**src/rtl/uart_frame_tx.sv**
```systemverilog
`timescale 1ns/1ps
// Framed-sample UART transmitter: buffers 8-bit samples in a small FIFO and
// sends each one as a HEADER_BYTE + sample pair, 8N1, LSB first.
module uart_frame_tx #(
  parameter int          CLK_FREQ     = 50_000_000,
  parameter int          BAUD_RATE    = 115200,
  parameter int          CLKS_PER_BIT = CLK_FREQ / BAUD_RATE,
  parameter logic [7:0]  HEADER_BYTE  = 8'hAA,
  parameter int          FIFO_DEPTH   = 4
) (
  input  logic        clk_50mhz,
  input  logic        reset,
  input  logic [7:0]  sample_data,
  input  logic        sample_valid,
  output logic        sample_ready,
  output logic        uart_tx,
  output logic        busy,
  output logic [15:0] frames_sent
);

  localparam int AW = $clog2(FIFO_DEPTH);
  localparam int CW = $clog2(CLKS_PER_BIT + 1);
  localparam logic [CW-1:0] BIT_LAST  = CW'(CLKS_PER_BIT - 1);
  localparam logic [AW:0]   FIFO_FULL = (AW + 1)'(FIFO_DEPTH);

  typedef enum logic [1:0] {IDLE, START, DATA, STOP} state_t;

  // Handshake: a sample transfers on every rising edge where sample_valid and
  // sample_ready are both high; sample_ready is a flop equal to FIFO not-full,
  // and sample_data is captured on that edge so it need not be held afterwards.
  logic [7:0]    fifo_mem [FIFO_DEPTH];
  logic [AW-1:0] wr_ptr;
  logic [AW-1:0] rd_ptr;
  logic [AW:0]   fifo_count;
  logic [AW:0]   count_next;
  logic          push;
  logic          pop;
  logic          fifo_empty;

  state_t        state;
  state_t        state_next;
  logic [CW-1:0] baud_cnt;
  logic [CW-1:0] baud_next;
  logic [2:0]    bit_idx;
  logic [2:0]    idx_next;
  logic [7:0]    shifter;
  logic [7:0]    shifter_next;
  logic [7:0]    payload;
  logic [7:0]    payload_next;
  logic          phase_payload;
  logic          phase_next;
  logic [15:0]   frames_next;
  logic          tx_next;
  logic          bit_done;

  assign push       = sample_valid && sample_ready;
  assign fifo_empty = (fifo_count == '0);
  assign bit_done   = (baud_cnt == BIT_LAST);
  assign busy       = (state != IDLE) || !fifo_empty;

  always_comb begin
    count_next = fifo_count;
    case ({push, pop})
      2'b10:   count_next = fifo_count + 1'b1;
      2'b01:   count_next = fifo_count - 1'b1;
      default: count_next = fifo_count;
    endcase
  end

  always_ff @(posedge clk_50mhz or posedge reset) begin
    if (reset) begin
      wr_ptr       <= '0;
      rd_ptr       <= '0;
      fifo_count   <= '0;
      sample_ready <= 1'b0;
    end else begin
      if (push) wr_ptr <= wr_ptr + 1'b1;
      if (pop)  rd_ptr <= rd_ptr + 1'b1;
      fifo_count   <= count_next;
      sample_ready <= (count_next != FIFO_FULL);
    end
  end

  always_ff @(posedge clk_50mhz) begin
    if (push) fifo_mem[wr_ptr] <= sample_data;
  end

  always_ff @(posedge clk_50mhz or posedge reset) begin
    if (reset) begin
      state         <= IDLE;
      baud_cnt      <= '0;
      bit_idx       <= '0;
      shifter       <= '0;
      payload       <= '0;
      phase_payload <= 1'b0;
      frames_sent   <= '0;
      uart_tx       <= 1'b1;
    end else begin
      state         <= state_next;
      baud_cnt      <= baud_next;
      bit_idx       <= idx_next;
      shifter       <= shifter_next;
      payload       <= payload_next;
      phase_payload <= phase_next;
      frames_sent   <= frames_next;
      uart_tx       <= tx_next;
    end
  end

  // The line level is registered from the current state, so it trails the
  // state register by one cycle and every bit still lasts CLKS_PER_BIT cycles.
  always_comb begin
    state_next   = state;
    baud_next    = baud_cnt;
    idx_next     = bit_idx;
    shifter_next = shifter;
    payload_next = payload;
    phase_next   = phase_payload;
    frames_next  = frames_sent;
    pop          = 1'b0;
    tx_next      = 1'b1;
    case (state)
      IDLE: begin
        if (!fifo_empty) begin
          pop          = 1'b1;
          payload_next = fifo_mem[rd_ptr];
          shifter_next = HEADER_BYTE;
          phase_next   = 1'b0;
          baud_next    = '0;
          state_next   = START;
        end
      end
      START: begin
        tx_next = 1'b0;
        if (bit_done) begin
          baud_next  = '0;
          idx_next   = '0;
          state_next = DATA;
        end else begin
          baud_next = baud_cnt + 1'b1;
        end
      end
      DATA: begin
        tx_next = shifter[bit_idx];
        if (bit_done) begin
          baud_next = '0;
          if (bit_idx == 3'd7) state_next = STOP;
          else                 idx_next   = bit_idx + 3'd1;
        end else begin
          baud_next = baud_cnt + 1'b1;
        end
      end
      STOP: begin
        tx_next = 1'b1;
        if (bit_done) begin
          baud_next = '0;
          if (!phase_payload) begin
            shifter_next = payload;
            phase_next   = 1'b1;
            state_next   = START;
          end else begin
            frames_next = frames_sent + 16'd1;
            // Chain straight into the next header when more samples wait.
            if (!fifo_empty) begin
              pop          = 1'b1;
              payload_next = fifo_mem[rd_ptr];
              shifter_next = HEADER_BYTE;
              phase_next   = 1'b0;
              state_next   = START;
            end else begin
              state_next = IDLE;
            end
          end
        end else begin
          baud_next = baud_cnt + 1'b1;
        end
      end
      default: state_next = IDLE;
    endcase
  end

endmodule

```
**config.mk**
```make
export PLATFORM = sky130hd
export DESIGN_NAME = uart_frame_tx
export DESIGN_NICKNAME = d
export VERILOG_FILES = /design/src/rtl/uart_frame_tx.sv
export SDC_FILE = /design/constraint.sdc
export NUM_CORES = 1
export LEC_CHECK = 0
export CORE_ASPECT_RATIO = 1.25
export CORE_MARGIN = 2
export CORE_UTILIZATION = 35
export CTS_BUF_LIST = sky130_fd_sc_hd__clkbuf_8
export CTS_CLUSTER_SIZE = 16
export DETAILED_ROUTE_END_ITERATION = 12
export PLACE_DENSITY_LB_ADDON = 0.15
export SLEW_MARGIN = 5
export SYNTH_ARGS = -nofsm -noshare
export SYNTH_HDL_FRONTEND = slang
export SYNTH_SLANG_ARGS = --single-unit
```
**constraint.sdc**
```tcl
create_clock -name clk_50mhz -period 4.08 [get_ports clk_50mhz]
set_clock_uncertainty 0.1 [all_clocks]
set_input_delay 0.816 -clock clk_50mhz [delete_from_list [all_inputs] [get_ports clk_50mhz]]
set_output_delay 0.816 -clock clk_50mhz [all_outputs]
set_load 0.03 [all_outputs]
```
* Yosys cells after proc, flatten, opt, wreduce, memory -nomap -nowiden
Memory sizes are Yosys's and may differ from the RTL's.
Index checks and enable logic that the tools add are counted.
** Word-level totals
- Logic and storage cells :: 89
- Register bits after elaboration :: 56
- Output and inout bits :: 19
- RAM bits :: 32
- Memories :: 1
- Bits of input ports :: 11
** Cells by class
- $add $sub $neg :: 7
- Reduce and logical (&&, ||, !) cells :: 15
- Equality and inequality tests :: 15
- Order comparisons :: 1
- Mux-type cells :: 38
** Memories
- fifo_mem :: depth 4, bits a word 8, rd ports 1, clocked after Yosys merged registers in 0, wr ports 1, line 31 : logic [7:0] fifo_mem [FIFO_DEPTH];
** Operator list (number)
- two-way mux 8 bit :: 6
- case mux 8 bit (2 select lines) :: 2
- two-way mux 9 bit :: 2
- case mux 9 bit (2 select lines) :: 1
- adder 16 x 1 -> 16 bit, second input constant :: 1
- inequality test 2 bit, second input constant :: 7
- two-way mux 1 bit :: 12
- case mux 3 bit (2 select lines) :: 2
- two-way mux 2 bit :: 5
- adder 9 x 1 -> 9 bit, second input constant :: 1
- equality test 9 bit, second input constant :: 1
- two-way mux 3 bit :: 3
- AND reduction 3 bit :: 3
- case mux 2 bit (4 select lines) :: 1
- adder 3 x 1 -> 3 bit, second input constant :: 2
- equality test 2 bit, second input constant :: 3
- case mux 1 bit (2 select lines) :: 3
- nonzero test 2 bit :: 3
- AND reduction 5 bit :: 1
- adder 2 x 1 -> 2 bit, second input constant :: 2
- equality test 2 x 1 -> 1 bit, second input constant :: 2
- < comparator 3 x 4 -> 1 bit, second input constant :: 1
- AND reduction 4 bit :: 1
- binary-select mux 1 bit (select 3 bit) :: 1
- 10 further kinds :: 10

* Depth between registers and ports, before layout
Gate-level depths: netlist of the first run.
- Depth in word-level cells :: 8
- Gate-level depth with buffers :: 12
- Depth with buffers taken out :: 12

* Worst setup path before layout of the first run
Ideal clock, no wire load.
- Path kind :: flip-flop to flip-flop
- From :: register baud_cnt[6]
- To :: register sample_ready
- Arrival time :: 2.763 ns
- Period minus slack after synthesis :: 2.987 ns
- Library setup time :: 0.124 ns
- Slack :: 1.093 ns
- Data required time :: 3.856 ns
- Cell stages (with the launch flop) :: 13
- Buffers on the path :: 2
- Cells stage by stage :: dfrtp_1 > buf_6 > or4b_1 > buf_2 > nor3_1 > o21a_1 > ha_1 > inv_1 > fa_1 > xor2_1 > nor2_1 > xor2_1 > nand2_1
** Between the ends
- Longest elaborated chain between the ends :: 6
- Elaborated cells between the ends (all ways) :: 7
- Classes of those cells :: 4 x eq/ne; 3 x mux
** RTL lines
- start: declaration :: line 42 : logic [CW-1:0] baud_cnt;
- start signal: assignment :: line 100 : baud_cnt <= baud_next;
- equality test 9 bit (*) :: line 58 : assign bit_done = (baud_cnt == BIT_LAST);
- two-way mux 1 bit (*) :: line 155 : if (bit_done) begin
- case mux 1 bit (2 select lines) (*) :: line 122 : case (state)
- net pop :: line 37 : logic pop;
- equality test 2 x 1 -> 1 bit / equality test 2 bit (equally long branches) :: line 63 : case ({push, pop})
- case mux 3 bit (2 select lines) (*) :: line 63
- net count_next[2] :: line 35 : logic [AW:0] count_next;
- inequality test 3 bit (*) :: line 80 : sample_ready <= (count_next != FIFO_FULL);
- end signal: assignment :: line 80
- end: declaration :: line 15 : output logic sample_ready,
The timed path passes the listed nets; every way through them passes the cells marked *.
A chain may end at the register's enable or synchronous reset.

* Worst setup path after layout of the first run
- From :: register fifo_count[0]
- To :: output busy
** Between the ends
- Longest elaborated chain between the ends :: 3
** RTL lines
- start: declaration :: line 34 : logic [AW:0] fifo_count;
- start signal: assignment :: line 79 : fifo_count <= count_next;
- logical NOT 3 bit :: line 57 : assign fifo_empty = (fifo_count == '0);
- logical NOT 1 bit
- logical OR 1 bit :: line 59 : assign busy = (state != IDLE) || !fifo_empty;
- end: declaration :: line 17 : output logic busy,
No other way between the ends.

==> impl_results.md, run 1 <==
- Post_cts resized: 0
- GR Util All Layers: 0.133
- Synthesis warning total: 0
- Min Clock Period, post-route: 3.50 ns
- Fraction of registers with async set/reset: 0.636
- Vias in the first global route: 2411
- Post-DP HPWL: 5120 microns
- Hold path start: frames_sent[15]
- Die W: 99.1 microns
- Clk sinks: 88
- Leak Pwr: 1.82 nW
- Vias: 2380
- Critical Path Source Type: flop
- Cells after Synth: 287
- Crit share post-route: 0.858
- Largest net degree at the start of global routing: 57
- Die height: 123 microns
- Share of cells above drive strength 1: 0.135
- Vias per cell: 5.15
- Fin. Hold Viols: 0
- Max VDD drop: 0.232 mV
- Crit path largest cell delay: 0.69 ns
- Core box area: 11100 sq um
- Max cap viols: 0
- Global-route wire length before repair: 12400 microns
- H-tree depth: 3
- DR WL/cell: 15.8 microns
- Post-synth top flop: dfrtp_1
- Final core occ: 0.414
- Sequential share of the synthesized area: 0.598
- CTS Buffer Depth: 2
- Clock Pin Slew Worst Setup and Hold Paths: 0.09 ns
- Hold path cells: 1
- Die area: 12200 sq um
- TritonRoute pass-1 iters: 4
- Synth-to-layout area growth: 16.1%
- Root Buffer: clkbuf_8
- Yosys reg bits: 88
- Top cells by area, synth: dfrtp_1 35%, edfxtp_1 24%, mux4_2 5.7%, ha_1 4.7%, mux2_2 2.8%
- Mapped Area: 3960 sq um
- Layout Nets: 349
- Status: completed
- Area leader, netlist: dfrtp_1
- Family with the most delay on the worst path: buffers and inverters
- Cell row count: 43
- Max Fclk: 286 MHz
- CP max-delay cell: clkdlybuf4s50_1
- Relative slew slack: 0.501
- Num CTS Buffers: 9
- Hold EP: frames_sent[15]
- CP bufs+invs: 2
- CTS tree: yes
- Hold/Removal Path Class: reg2reg
- CTS Hold Bufs: 0
- Worst-path fanout max: 10
- Worst Reg2Reg Path Length in Cells: 10
- Worst endpoint required time: 3.16 ns
- Number of nets with antenna violations after routing: 0
- Number of enable flip-flop cells after synthesis: 32
- CP cell instances: nor3_1, and2_1, clkinv_1, clkdlybuf4s50_1
- Commonest non-fill, non-tap cell in the layout: dfrtp_1
- Most frequent cells in the layout: 55 x dfrtp_1, 32 x edfxtp_1, 29 x clkdlybuf4s50_1
- Initial antenna violation count: 0
- RSZ-0062 raised after global routing: no
- CP Data Arrival Time: 2.58 ns
- Yosys top cell area share: 0.348
- I/O Buffers: 29
- # IOs: 30
- Overflow after GRT: 0
- Drc violations: 0
- Worst R2R End: sample_ready
- Placer Congestion: 0.781
- Routed WL: 7290 microns
- Critical path origin: fifo_count[0]
- Endpoint class of the critical path: output pin
- Final setup violation count: 0
- PwrDens: 410 nW/um^2
- # diodes: 0
- Flop2flop setup slack: 0.89 ns
- Clk Latency, worst-skew pair: 0.36 ns
- Worst R2R Start: baud_cnt[2]
- Slew of the pin with the lowest slew margin: 0.743 ns
- Post-CTS Setup Inserts: 0
- Synthesized area per cell: 13.8 sq um
- Syn_nets: 314
- DRT iter0 DRCs: 113
- Critical path class: reg2out
- Starting Density: 0.357
- Final Max Tran Viols: 0
- Synth unique cells: 54
- Post-Route Setup TNS: 0 ns
-- power breakdown --
group,internal [mW],switching [mW]
logic,0.0792,0.115
registers,1.01,0.0363
clock network,0.298,0.343
total,1.39,0.494
-- cell families after synthesis --
logic type,count (synthesis),synth area share
AOI/OAI and AO/OA,47,0.0845
xor gates and xnor gates,22,0.0487
buffers and inverters,22,0.0250
adders and majority gates,16,0.0525
and+or+nand+nor,68,0.0962
DFF,88,0.598
muxes,24,0.0955
-- area by class of cell --
cell class	instances	area [sq um]
multi-input cells	177	1490
clock buffers	9	124
flip-flops and latches	88	2360
well taps	135	169
fillers	1032	6490
clock inverters	7	86.3
repair buffers	30	298
inverters	16	60.1
-- cells in the mapped netlist, types with 3 or more instances --
master     number
nand4_1         3
inv_1          15
ha_1           15
nand3_1         7
and3_1         10
xnor2_1        11
a31oi_1         5
nor3_1         10
mux2_2         10
xor2_1         11
o2bb2ai_1       3
mux4_2         10
mux2i_1         4
nor2_1          7
a21oi_1         5
o21ai_0         8
edfxtp_1       32
dfrtp_1        55
nand2_1        17
a22o_1          4
o22a_1          5
-- metal layers --
layer	global-route usage	share of wire	up-vias
met1	0.162	0.43	1184
met4	0.0693	0.020	0
met3	0.0216	0.032	10
met5	0	0	-
li1	-	-	1145
met2	0.227	0.52	41
-- stage by stage --
step	setup WS [ns]	hold slack, ns	instances	cell area [sq um]	power, mW
2_1_floorplan	1.09	0.355	287	3960	1.19
3_3_place_gp	0.907	0.355	446	4380	1.26
3_5_place_dp	0.868	0.363	446	4380	1.27
4_1_cts	0.553	0.376	462	4590	1.92
5_1_grt	0.394	0.408	462	4590	1.99
6_report	0.581	0.366	462	4590	1.88
-- how the worst max path moves through the flow --
| stage | end | slack [ns] | cells past startpoint |
|---|---|---|---|
| after detailed placement | sample_ready | 0.87 | 10 |
| after floorplan | sample_ready | 1.09 | 12 |
| final | busy | 0.58 | 4 |
| after global routing | busy | 0.39 | 4 |
| after CTS | busy | 0.55 | 4 |
| after global placement | sample_ready | 0.91 | 10 |
-- registers in the layout, summed over array words and instances (netlist names), 2 cells and up --
register	count
baud_cnt	9
fifo_mem	32
state	2
rd_ptr	2
fifo_count	3
bit_idx	3
payload	8
frames_sent	16
shifter	8
wr_ptr	2
Note: power is estimated with default switching activity, not from simulation.
==> inputs of run 2 (changes only) <==
--- a/config.mk
+++ b/config.mk
@@ -11,8 +11,9 @@
 export CTS_BUF_LIST = sky130_fd_sc_hd__clkbuf_8
 export CTS_CLUSTER_SIZE = 16
 export DETAILED_ROUTE_END_ITERATION = 12
+export GPL_TIMING_DRIVEN = 1
 export PLACE_DENSITY_LB_ADDON = 0.15
-export SLEW_MARGIN = 5
+export SLEW_MARGIN = 40
 export SYNTH_ARGS = -nofsm -noshare
 export SYNTH_HDL_FRONTEND = slang
 export SYNTH_SLANG_ARGS = --single-unit
==> results of run 2 <==
The final DEF is identical to that of run 1; final timing and power are the same.
==> inputs of run 3 (changes only) <==
--- a/config.mk
+++ b/config.mk
@@ -7,7 +7,7 @@
 export LEC_CHECK = 0
 export CORE_ASPECT_RATIO = 1.25
 export CORE_MARGIN = 2
-export CORE_UTILIZATION = 35
+export CORE_UTILIZATION = 40
 export CTS_BUF_LIST = sky130_fd_sc_hd__clkbuf_8
 export CTS_CLUSTER_SIZE = 16
 export DETAILED_ROUTE_END_ITERATION = 12
==> impl_results.md, run 3 (synthesis results as in run 1) <==
- Die W: 92.9 microns (was 99.1 microns)
- Final Max Tran Viols: 0 (unchanged)
- Cell row count: 40 (was 43)
- Vias in the first global route: 2419 (was 2411)
- DRT iter0 DRCs: 97 (was 113)
- Num CTS Buffers: 9 (unchanged)
- Die area: 10700 sq um (was 12200 sq um)
- Status: completed (unchanged)
- Global-route wire length before repair: 12200 microns (was 12400 microns)
- Synth-to-layout area growth: 16.4% (was 16.1%)
- CTS Hold Bufs: 0 (unchanged)
- Post-CTS Setup Inserts: 0 (unchanged)
- Worst R2R End: sample_ready (unchanged)
- Max VDD drop: 0.234 mV (was 0.232 mV)
- Crit path largest cell delay: 0.69 ns (about the same)
- Largest net degree at the start of global routing: 39 (was 57)
- Worst endpoint required time: 3.16 ns (about the same)
- Post-DP HPWL: 5050 microns (was 5120 microns)
- Share of cells above drive strength 1: 0.135 (unchanged)
- DR WL/cell: 15.6 microns (was 15.8 microns)
- Worst R2R Start: baud_cnt[2] (unchanged)
- CTS tree: yes (unchanged)
- Hold/Removal Path Class: reg2reg (unchanged)
- Initial antenna violation count: 0 (unchanged)
- Worst-path fanout max: 10 (unchanged)
- Vias: 2368 (was 2380)
- Leak Pwr: 1.83 nW (was 1.82 nW)
- Placed Cells: 437 (was 446)
- Die height: 115 microns (was 123 microns)
- Worst Reg2Reg Path Length in Cells: 10 (unchanged)
- Critical Path Source Type: flop (unchanged)
- Routed WL: 7080 microns (was 7290 microns)
- Commonest non-fill, non-tap cell in the layout: dfrtp_1 (unchanged)
- I/O Buffers: 29 (unchanged)
- Fill cell count: 889 (was 1032)
- Hold EP: frames_sent[15] (unchanged)
- # IOs: 30 (unchanged)
- Most frequent cells in the layout: 55 x dfrtp_1, 32 x edfxtp_1, 29 x clkdlybuf4s50_1 (unchanged)
- Crit share post-route: 0.853 (was 0.858)
- Clk sinks: 88 (unchanged)
- Min Hold Slack: 0.369 ns (was 0.366 ns)
- PwrDens: 421 nW/um^2 (was 410 nW/um^2)
- GR Util All Layers: 0.148 (was 0.133)
- H-tree depth: 3 (unchanged)
- Largest Register: fifo_mem (unchanged)
- Post_cts resized: 0 (unchanged)
- Hold path cells: 1 (unchanged)
- Largest registers: fifo_mem: 32 flops, frames_sent: 16 flops, baud_cnt: 9 flops (unchanged)
- CP bufs+invs: 2 (unchanged)
- Placer Congestion: 0.883 (was 0.781)
- Hold path start: frames_sent[15] (unchanged)
- CP Data Arrival Time: 2.56 ns (was 2.58 ns)
- Slew of the pin with the lowest slew margin: 0.756 ns (was 0.743 ns)
- TritonRoute pass-1 iters: 4 (unchanged)
- Max Fclk: 287 MHz (was 286 MHz)
- Min Clock Period, post-route: 3.48 ns (was 3.50 ns)
- CTS Buffer Depth: 2 (unchanged)
- Starting Density: 0.412 (was 0.357)
- CP cell instances: nor3_1, and2_1, clkinv_1, clkdlybuf4s50_1 (unchanged)
- Overflow after GRT: 0 (unchanged)
- # diodes: 0 (unchanged)
- Number of nets with antenna violations after routing: 0 (unchanged)
- Root Buffer: clkbuf_8 (unchanged)
- Core box area: 9610 sq um (was 11100 sq um)
- Layout Nets: 349 (unchanged)
- RSZ-0062 raised after global routing: no (unchanged)
- Family with the most delay on the worst path: buffers and inverters (unchanged)
- Flop2flop setup slack: 0.79 ns (was 0.89 ns)
- Fin. Hold Viols: 0 (unchanged)
- Final setup violation count: 0 (unchanged)
- Post-Route Setup TNS: 0 ns (unchanged)
- Endpoint class of the critical path: output pin (unchanged)
- Clock Pin Slew Worst Setup and Hold Paths: 0.09 ns (about the same)
- Max reg flops: 32 (unchanged)
- Relative slew slack: 0.492 (was 0.501)
- Vias per cell: 5.23 (was 5.15)
- Drc violations: 0 (unchanged)
- Max cap viols: 0 (unchanged)
- Critical path class: reg2out (unchanged)
- Non-Filler Instances: 453 (was 462)
- CP max-delay cell: clkdlybuf4s50_1 (unchanged)
- Clk Latency, worst-skew pair: 0.36 ns (about the same)
## run 3: cell count changes in the layout (fill, tap and decap cells not counted)
cell       delta
bufinv_16     +1
inv_6         -1
inv_2         -1
clkinv_2      +1
## run 3: cell type report
cell class	count	area (sq um)	share of cell area
well taps	126	158	0.0342
repair buffers	30	298	0.0647
flip-flops and latches	88	2360	0.513
clock buffers	9	124	0.0269
clock inverters	7	108	0.0234
inverters	16	61.3	0.0133
multi-input cells	177	1490	0.324
## run 3: per-layer routing
metal,part of all wire,wire length (microns),GRT usage,up-vias
li1,-,-,-,1143
met1,0.44,3140,0.184,1157
met2,0.50,3520,0.246,54
met3,0.036,258,0.0341,14
met4,0.024,168,0.0716,0
met5,0,0,0,-
## run 3: worst max path at each step
| stage | cells past startpoint | start | slack (ns) | end |
|---|---|---|---|---|
| after detailed placement | 10 | baud_cnt[2] | 0.80 | sample_ready |
| after floorplan | 12 | baud_cnt[6] | 1.09 | sample_ready |
| after global placement | 10 | baud_cnt[2] | 0.92 | sample_ready |
| after global routing | 4 | fifo_count[0] | 0.38 | busy |
| after CTS | 4 | fifo_count[0] | 0.57 | busy |
| final | 4 | fifo_count[0] | 0.60 | busy |
## run 3: power by group
group          switching (mW)  internal, mW
clock network           0.336         0.358
registers              0.0357          1.01
logic                   0.116        0.0807
## run 3: through the flow
step	area [sq um]	power, mW	setup WS (ns)	util
CTS	4600	1.97	0.567	0.479
global route	4600	2.04	0.381	0.479
global placement	4370	1.26	0.920	0.455
floorplan	3960	1.19	1.09	-
detailed placement	4370	1.27	0.796	0.455
finish	4600	1.94	0.600	0.479
